--- src/rtl/cdc_fifo_pkg.sv ---
// Gray/binary pointer helpers shared by the dual-clock FIFO halves.
// Functions work on 32 bits; callers size the result to their pointer width.
package cdc_fifo_pkg;

   function automatic logic [31:0] bin2gray(input logic [31:0] b);
      return b ^ (b >> 1);
   endfunction

   function automatic logic [31:0] gray2bin(input logic [31:0] g);
      logic [31:0] b;
      b = '0;
      for (int i = 0; i < 32; i++) begin
         b[i] = ^(g >> i);
      end
      return b;
   endfunction

endpackage

--- src/rtl/cluster_event_fifo_dst_if.sv ---
// Registered valid/ready event stream towards the cluster event unit.
// Signal names follow the producer (FIFO) side of the link.
interface cluster_event_fifo_dst_if #(
   parameter int LOG_DEPTH  = 3,
   parameter int EVNT_WIDTH = 8
);
   logic                  evt_valid_o;
   logic [EVNT_WIDTH-1:0] evt_data_o;
   logic                  evt_ready_i;
   logic [LOG_DEPTH:0]    evt_fill_o;

   modport master (
      output evt_valid_o,
      output evt_data_o,
      output evt_fill_o,
      input  evt_ready_i
   );

   modport slave (
      input  evt_valid_o,
      input  evt_data_o,
      input  evt_fill_o,
      output evt_ready_i
   );
endinterface

--- src/rtl/cdc_ptr_sync.sv ---
// Plain flop chain bringing a Gray pointer into the local clock domain.
// Shared with the AXI async channel halves.
module cdc_ptr_sync #(
   parameter int WIDTH  = 4,
   parameter int STAGES = 2
) (
   input  logic             clk_i,
   input  logic             rst_i,
   input  logic [WIDTH-1:0] ptr_i,
   output logic [WIDTH-1:0] ptr_o
);

   logic [WIDTH-1:0] sync_q [STAGES];
   logic [WIDTH-1:0] sync_d [STAGES];

   always_comb begin
      sync_d[0] = ptr_i;
      for (int i = 1; i < STAGES; i++) begin
         sync_d[i] = sync_q[i-1];
      end
   end

   always_ff @(posedge clk_i or posedge rst_i) begin
      if (rst_i) begin
         for (int i = 0; i < STAGES; i++) begin
            sync_q[i] <= '0;
         end
      end else begin
         for (int i = 0; i < STAGES; i++) begin
            sync_q[i] <= sync_d[i];
         end
      end
   end

   assign ptr_o = sync_q[STAGES-1];

endmodule

--- src/rtl/cluster_event_fifo_dst.sv ---
// Cluster-side read half of the SoC-to-cluster event CDC FIFO.
// Pops entries from the source-owned storage into a registered output stage.
module cluster_event_fifo_dst
   import cdc_fifo_pkg::*;
#(
   parameter int LOG_DEPTH   = 3,
   parameter int EVNT_WIDTH  = 8,
   parameter int SYNC_STAGES = 2
) (
   input  logic                  clk_i,
   input  logic                  rst_i,
   input  logic [LOG_DEPTH:0]    async_cluster_events_wptr_i,
   input  logic [EVNT_WIDTH-1:0] async_cluster_events_data_i [2**LOG_DEPTH],
   output logic [LOG_DEPTH:0]    async_cluster_events_rptr_o,
   cluster_event_fifo_dst_if.master evt
);

   localparam int PW = LOG_DEPTH + 1;

   logic [PW-1:0]         wptr_sync_gray;
   logic [PW-1:0]         rptr_bin_q, rptr_bin_d;
   logic [PW-1:0]         rptr_gray_q, rptr_gray_d;
   logic                  evt_valid_q, evt_valid_d;
   logic [EVNT_WIDTH-1:0] evt_data_q, evt_data_d;
   logic                  empty;
   logic                  load;

   cdc_ptr_sync #(
      .WIDTH  (PW),
      .STAGES (SYNC_STAGES)
   ) u_wptr_sync (
      .clk_i (clk_i),
      .rst_i (rst_i),
      .ptr_i (async_cluster_events_wptr_i),
      .ptr_o (wptr_sync_gray)
   );

   assign empty = (wptr_sync_gray == rptr_gray_q);
   assign load  = !empty && (!evt_valid_q || evt.evt_ready_i);

   always_comb begin
      rptr_bin_d  = rptr_bin_q;
      rptr_gray_d = rptr_gray_q;
      evt_valid_d = evt_valid_q;
      evt_data_d  = evt_data_q;
      if (load) begin
         evt_data_d  = async_cluster_events_data_i[rptr_bin_q[LOG_DEPTH-1:0]];
         evt_valid_d = 1'b1;
         rptr_bin_d  = rptr_bin_q + PW'(1);
         rptr_gray_d = PW'(bin2gray(32'(rptr_bin_d)));
      end else if (evt_valid_q && evt.evt_ready_i) begin
         evt_valid_d = 1'b0;
      end
   end

   always_ff @(posedge clk_i or posedge rst_i) begin
      if (rst_i) begin
         rptr_bin_q  <= '0;
         rptr_gray_q <= '0;
         evt_valid_q <= 1'b0;
         evt_data_q  <= '0;
      end else begin
         rptr_bin_q  <= rptr_bin_d;
         rptr_gray_q <= rptr_gray_d;
         evt_valid_q <= evt_valid_d;
         evt_data_q  <= evt_data_d;
      end
   end

   // Fill counts what is still in storage; the output register is excluded.
   assign evt.evt_fill_o = PW'(gray2bin(32'(wptr_sync_gray))) - rptr_bin_q;
   assign evt.evt_valid_o = evt_valid_q;
   assign evt.evt_data_o  = evt_data_q;
   assign async_cluster_events_rptr_o = rptr_gray_q;

endmodule

--- src/flat_wrapper.sv ---
// flat-port wrapper written by rule: the top's interface ports become plain ports
module cluster_event_fifo_dst_flat import cdc_fifo_pkg::*;
#(
   parameter int LOG_DEPTH   = 3,
   parameter int EVNT_WIDTH  = 8,
   parameter int SYNC_STAGES = 2
)
  (clk_i, rst_i, async_cluster_events_wptr_i, async_cluster_events_data_i, async_cluster_events_rptr_o, evt_evt_valid_o, evt_evt_data_o, evt_evt_fill_o, evt_evt_ready_i);
  cluster_event_fifo_dst_if #(.LOG_DEPTH(LOG_DEPTH), .EVNT_WIDTH(EVNT_WIDTH)) evt_i ();
  input  logic clk_i;
  input  logic rst_i;
  input  logic [LOG_DEPTH:0] async_cluster_events_wptr_i;
  input  logic [EVNT_WIDTH-1:0] async_cluster_events_data_i[2**LOG_DEPTH];
  output logic [LOG_DEPTH:0] async_cluster_events_rptr_o;
  output wire logic [$bits(evt_i.evt_valid_o)-1:0] evt_evt_valid_o;
  output wire logic [$bits(evt_i.evt_data_o)-1:0] evt_evt_data_o;
  output wire logic [$bits(evt_i.evt_fill_o)-1:0] evt_evt_fill_o;
  input wire logic [$bits(evt_i.evt_ready_i)-1:0] evt_evt_ready_i;
  assign evt_evt_valid_o = evt_i.evt_valid_o;
  assign evt_evt_data_o = evt_i.evt_data_o;
  assign evt_evt_fill_o = evt_i.evt_fill_o;
  assign evt_i.evt_ready_i = evt_evt_ready_i;
  cluster_event_fifo_dst #(.LOG_DEPTH(LOG_DEPTH), .EVNT_WIDTH(EVNT_WIDTH), .SYNC_STAGES(SYNC_STAGES)) u_core (.clk_i(clk_i), .rst_i(rst_i), .async_cluster_events_wptr_i(async_cluster_events_wptr_i), .async_cluster_events_data_i(async_cluster_events_data_i), .async_cluster_events_rptr_o(async_cluster_events_rptr_o), .evt(evt_i));
endmodule
--- config.mk ---
export PLATFORM = sky130hd
export DESIGN_NAME = cluster_event_fifo_dst_flat
export DESIGN_NICKNAME = d
export VERILOG_FILES = /design/src/rtl/cdc_fifo_pkg.sv /design/src/rtl/cluster_event_fifo_dst_if.sv /design/src/rtl/cdc_ptr_sync.sv /design/src/rtl/cluster_event_fifo_dst.sv /design/src/flat_wrapper.sv
export SDC_FILE = /design/constraint.sdc
export NUM_CORES = 1
export LEC_CHECK = 0
export CORE_ASPECT_RATIO = 1.4
export CORE_UTILIZATION = 35
export CTS_CLUSTER_SIZE = 16
export DETAILED_ROUTE_END_ITERATION = 8
export MAX_ROUTING_LAYER = met4
export PLACE_DENSITY_LB_ADDON = 0.25
export SYNTH_ARGS = -nofsm -noshare
export SYNTH_HDL_FRONTEND = slang
export SYNTH_SLANG_ARGS = --single-unit
--- constraint.sdc ---
create_clock -name clk_i -period 2.4 [get_ports clk_i]
set_input_delay 0.36 -clock clk_i [delete_from_list [all_inputs] [get_ports clk_i]]
set_output_delay 0.36 -clock clk_i [all_outputs]
set_load 0.03 [all_outputs]
==> metrics.csv <==
metric;value;unit
unrepaired setup endpoints after global routing;yes;
Longest Clk Path Bufs;2;
post-route setup TNS;-472.4;ps
H-Tree Depth;1;
final hold vios;0;
clock sink count;24;
fin nets;288;
critical path type;flip-flop to output port;
PortBufs;87;
Chip Height;80.33;um
measured slew at the worst slew-check pin;956.4;ps
Pwr Total;3.029;mW
worst reg2reg path startpoint;u_core.u_wptr_sync.ptr_o[1];
Yosys top cell by area;dfrtp_1;
simple-gate share of the synthesized area;0.04812;
Synth Area in Adders;0.04568;
number of synthesized flops with an enable pin;0;
Yosys cell types;22;
CTS tree;built;
area delta synth->final;68.43;%
multiplexer share of the synthesized area;0.2969;
GP Congestion;0.7597;
register area share after synthesis;0.3915;
final worst path period need;2571;ps
Synth area leaders;dfrtp_1, mux4_2, xor2_1;
max frequency;388.9;MHz
hold path cells;0;
fillers;366;
setup violators final;3;
#FFs+latches synth;24;
vias in the first global route;1409;
Rows;28;
Post-Synth XOR/XNOR Area;0.09706;
DIE AREA;4655;um^2
DP HPWL;3.135;mm
Routed WL per cell;15.04;um
post-route cell area;2584;um^2
first-pass GRT wire length;5.844;mm
slack of the critical path;-171.2;ps
Yosys top cell area share;0.3915;
async set-reset flop share out of synthesis;1.000;
Worst Hold Launch;u_core.u_wptr_sync.sync_d[1];
ratio of cells with drive above 1 in the final layout;0.2180;
Num CTS Buffers;3;
clk_lat worst skew;270;ps
Post-CTS Hold Fix Bufs;0;
DR pass1 iterations;8;
FF-to-FF End;u_core.rptr_bin_q[1];
largest net degree at the start of global routing;25;
diode count;0;
io pins;88;
core area;4204;um^2
Post-synth top flop;dfrtp_1;
clock root buffer master;clkbuf_8;
CP endpoint kind;output port;
LEAKAGE;1.067;nW
Starting Density;0.3649;
Critical Path Sink;evt_evt_fill_o[1];
final wirelength;3.849;mm
Final Skew;3.201;ps
Syn Area/Cell;13.11;um^2
DRC violations left;1;
Max-Cap Viols;0;
syn nets;193;
worst hold slack;352.3;ps
Cells after Synth;117;
worst setup path start;u_core.u_wptr_sync.ptr_o[3];
Max-slew headroom;0.3554;
gr ovfl total;0;
combinational family with the most area after synthesis;multiplexers;
Post-DRT Antenna Nets;0;
Worst-path clk slew;80;ps
failing checks;design-rule violations, negative setup slack;
worst r2r path cells;4;
synthesized cell area;1534;um^2
Die W;57.95;um
CP arrival;2210;ps
initial antenna violation count;0;
period utilization;1.071;
reg2reg setup slack;380;ps
Syn. warnings;0;
initial detailed-routing violation count;14;
CP Max Fanout;2;
Slew Limit Fails;0;
Worst setup SP type;flip-flop;
WP data required;2040;ps
Max VDD drop;0.0003919;V
vias per cell;5.098;
worst min path class;flip-flop to flip-flop;
PD cells;1172;nW/um^2
via count;1305;
status;complete, but fails checks;
Compound-Gate Fraction of Synth Area;0.06444;
Placed Area;2462;um^2
All-Layer GR Usage;0.1730;
sequential cells by signal (all words and copies together), names as in the netlist:
signal                              cells
u_core.evt.evt_data_o                   8
u_core.async_cluster_events_rptr_o      4
u_core.u_wptr_sync.ptr_o                4
u_core.u_wptr_sync.sync_d               4
u_core.rptr_bin_q                       3
u_core.evt.evt_valid_o                  1
logic make-up after synthesis:
group / after synthesis
DFF: 24
AOI/OAI and AO/OA: 14
xor gates and xnor gates: 17
adders and majority gates: 5
muxes: 25
and+or+nand+nor: 18
buffers and inverters: 14
layout make-up:
type | instances | area (um^2) | area share
Timing Repair Buffer | 97 | 947.2 | 0.3666
Multi-Input combinational cell | 80 | 902.1 | 0.3492
Sequential cell | 24 | 600.6 | 0.2324
Tap cell | 45 | 56.30 | 0.02179
Clock buffer | 4 | 55.05 | 0.02131
Inverter | 6 | 22.52 | 0.008717
worst max-delay path, stage by stage, from the launching register on:
cell,delay [ps]
dfrtp_1,420
xor2_2,250
xor2_2,200
xnor2_1,160
ha_2,210
inv_2,50
fa_2,530
buf_6,130
cell usage after synthesis (2+ instances only):
library cell / instances
dfrtp_1: 24
buf_2: 3
buf_6: 3
ha_1: 4
xor2_1: 11
o21ai_0: 10
mux4_2: 16
xnor2_1: 6
buf_4: 2
inv_1: 6
nand2_1: 14
mux2i_1: 8
report_power, final:
part / total [mW] / leakage [nW] / switching (mW) / internal, mW
logic: 2.12 / 0.756 / 1.07 / 1.05
registers: 0.641 / 0.283 / 0.0941 / 0.547
clock network: 0.270 / 0.0288 / 0.124 / 0.147
layout by cell type, fill, tap and decap left out, types with 3 or more instances in the layout:
master           instances
ha_1                     3
o21ai_0                 10
xnor2_1                  6
clkdlybuf4s50_1         83
inv_1                    5
nand2_1                 14
buf_4                   11
dfrtp_1                 24
buf_6                    3
clkbuf_8                 4
mux2i_1                  8
mux4_2                  16
xor2_2                   4
xor2_1                   7
metrics by stage:
step | worst slack [ps] | cells | utilization
detailed placement | -0.9102 | 249 | 0.5857
finish | -171.2 | 256 | 0.6146
global route | -236.6 | 256 | 0.6146
floorplan | 53.24 | 117 | -
CTS | -214.0 | 254 | 0.6071
global placement | 152.9 | 249 | 0.5857
how the worst min path moves through the flow:
| stage | endpoint |
|---|---|
| final | u_core.u_wptr_sync.ptr_o[1] |
| after global routing | u_core.u_wptr_sync.ptr_o[0] |
| after CTS | u_core.u_wptr_sync.ptr_o[1] |
| after detailed placement | u_core.u_wptr_sync.ptr_o[1] |
| after global placement | u_core.u_wptr_sync.ptr_o[1] |
| after floorplan | u_core.u_wptr_sync.ptr_o[0] |
per-layer routing:
layer / wire length [um] / global-route usage / share of wire / up-vias
met5: 0 / - / 0 / -
met4: 62 / 0.06429 / 0.016 / 0
met3: 250 / 0.01932 / 0.065 / 5
met2: 2216 / 0.3483 / 0.58 / 76
met1: 1320 / 0.1611 / 0.34 / 617
li1: - / - / - / 607
what timing repair did:
item / in CTS / in global routing
gates resized for setup: 8 / 1
buffers inserted: 1 / 1
gates cloned: 0 / 1
endpoints found under the setup margin: 3 / 5
pin swaps: 6 / 6
Power figures use the tool's default switching activity.
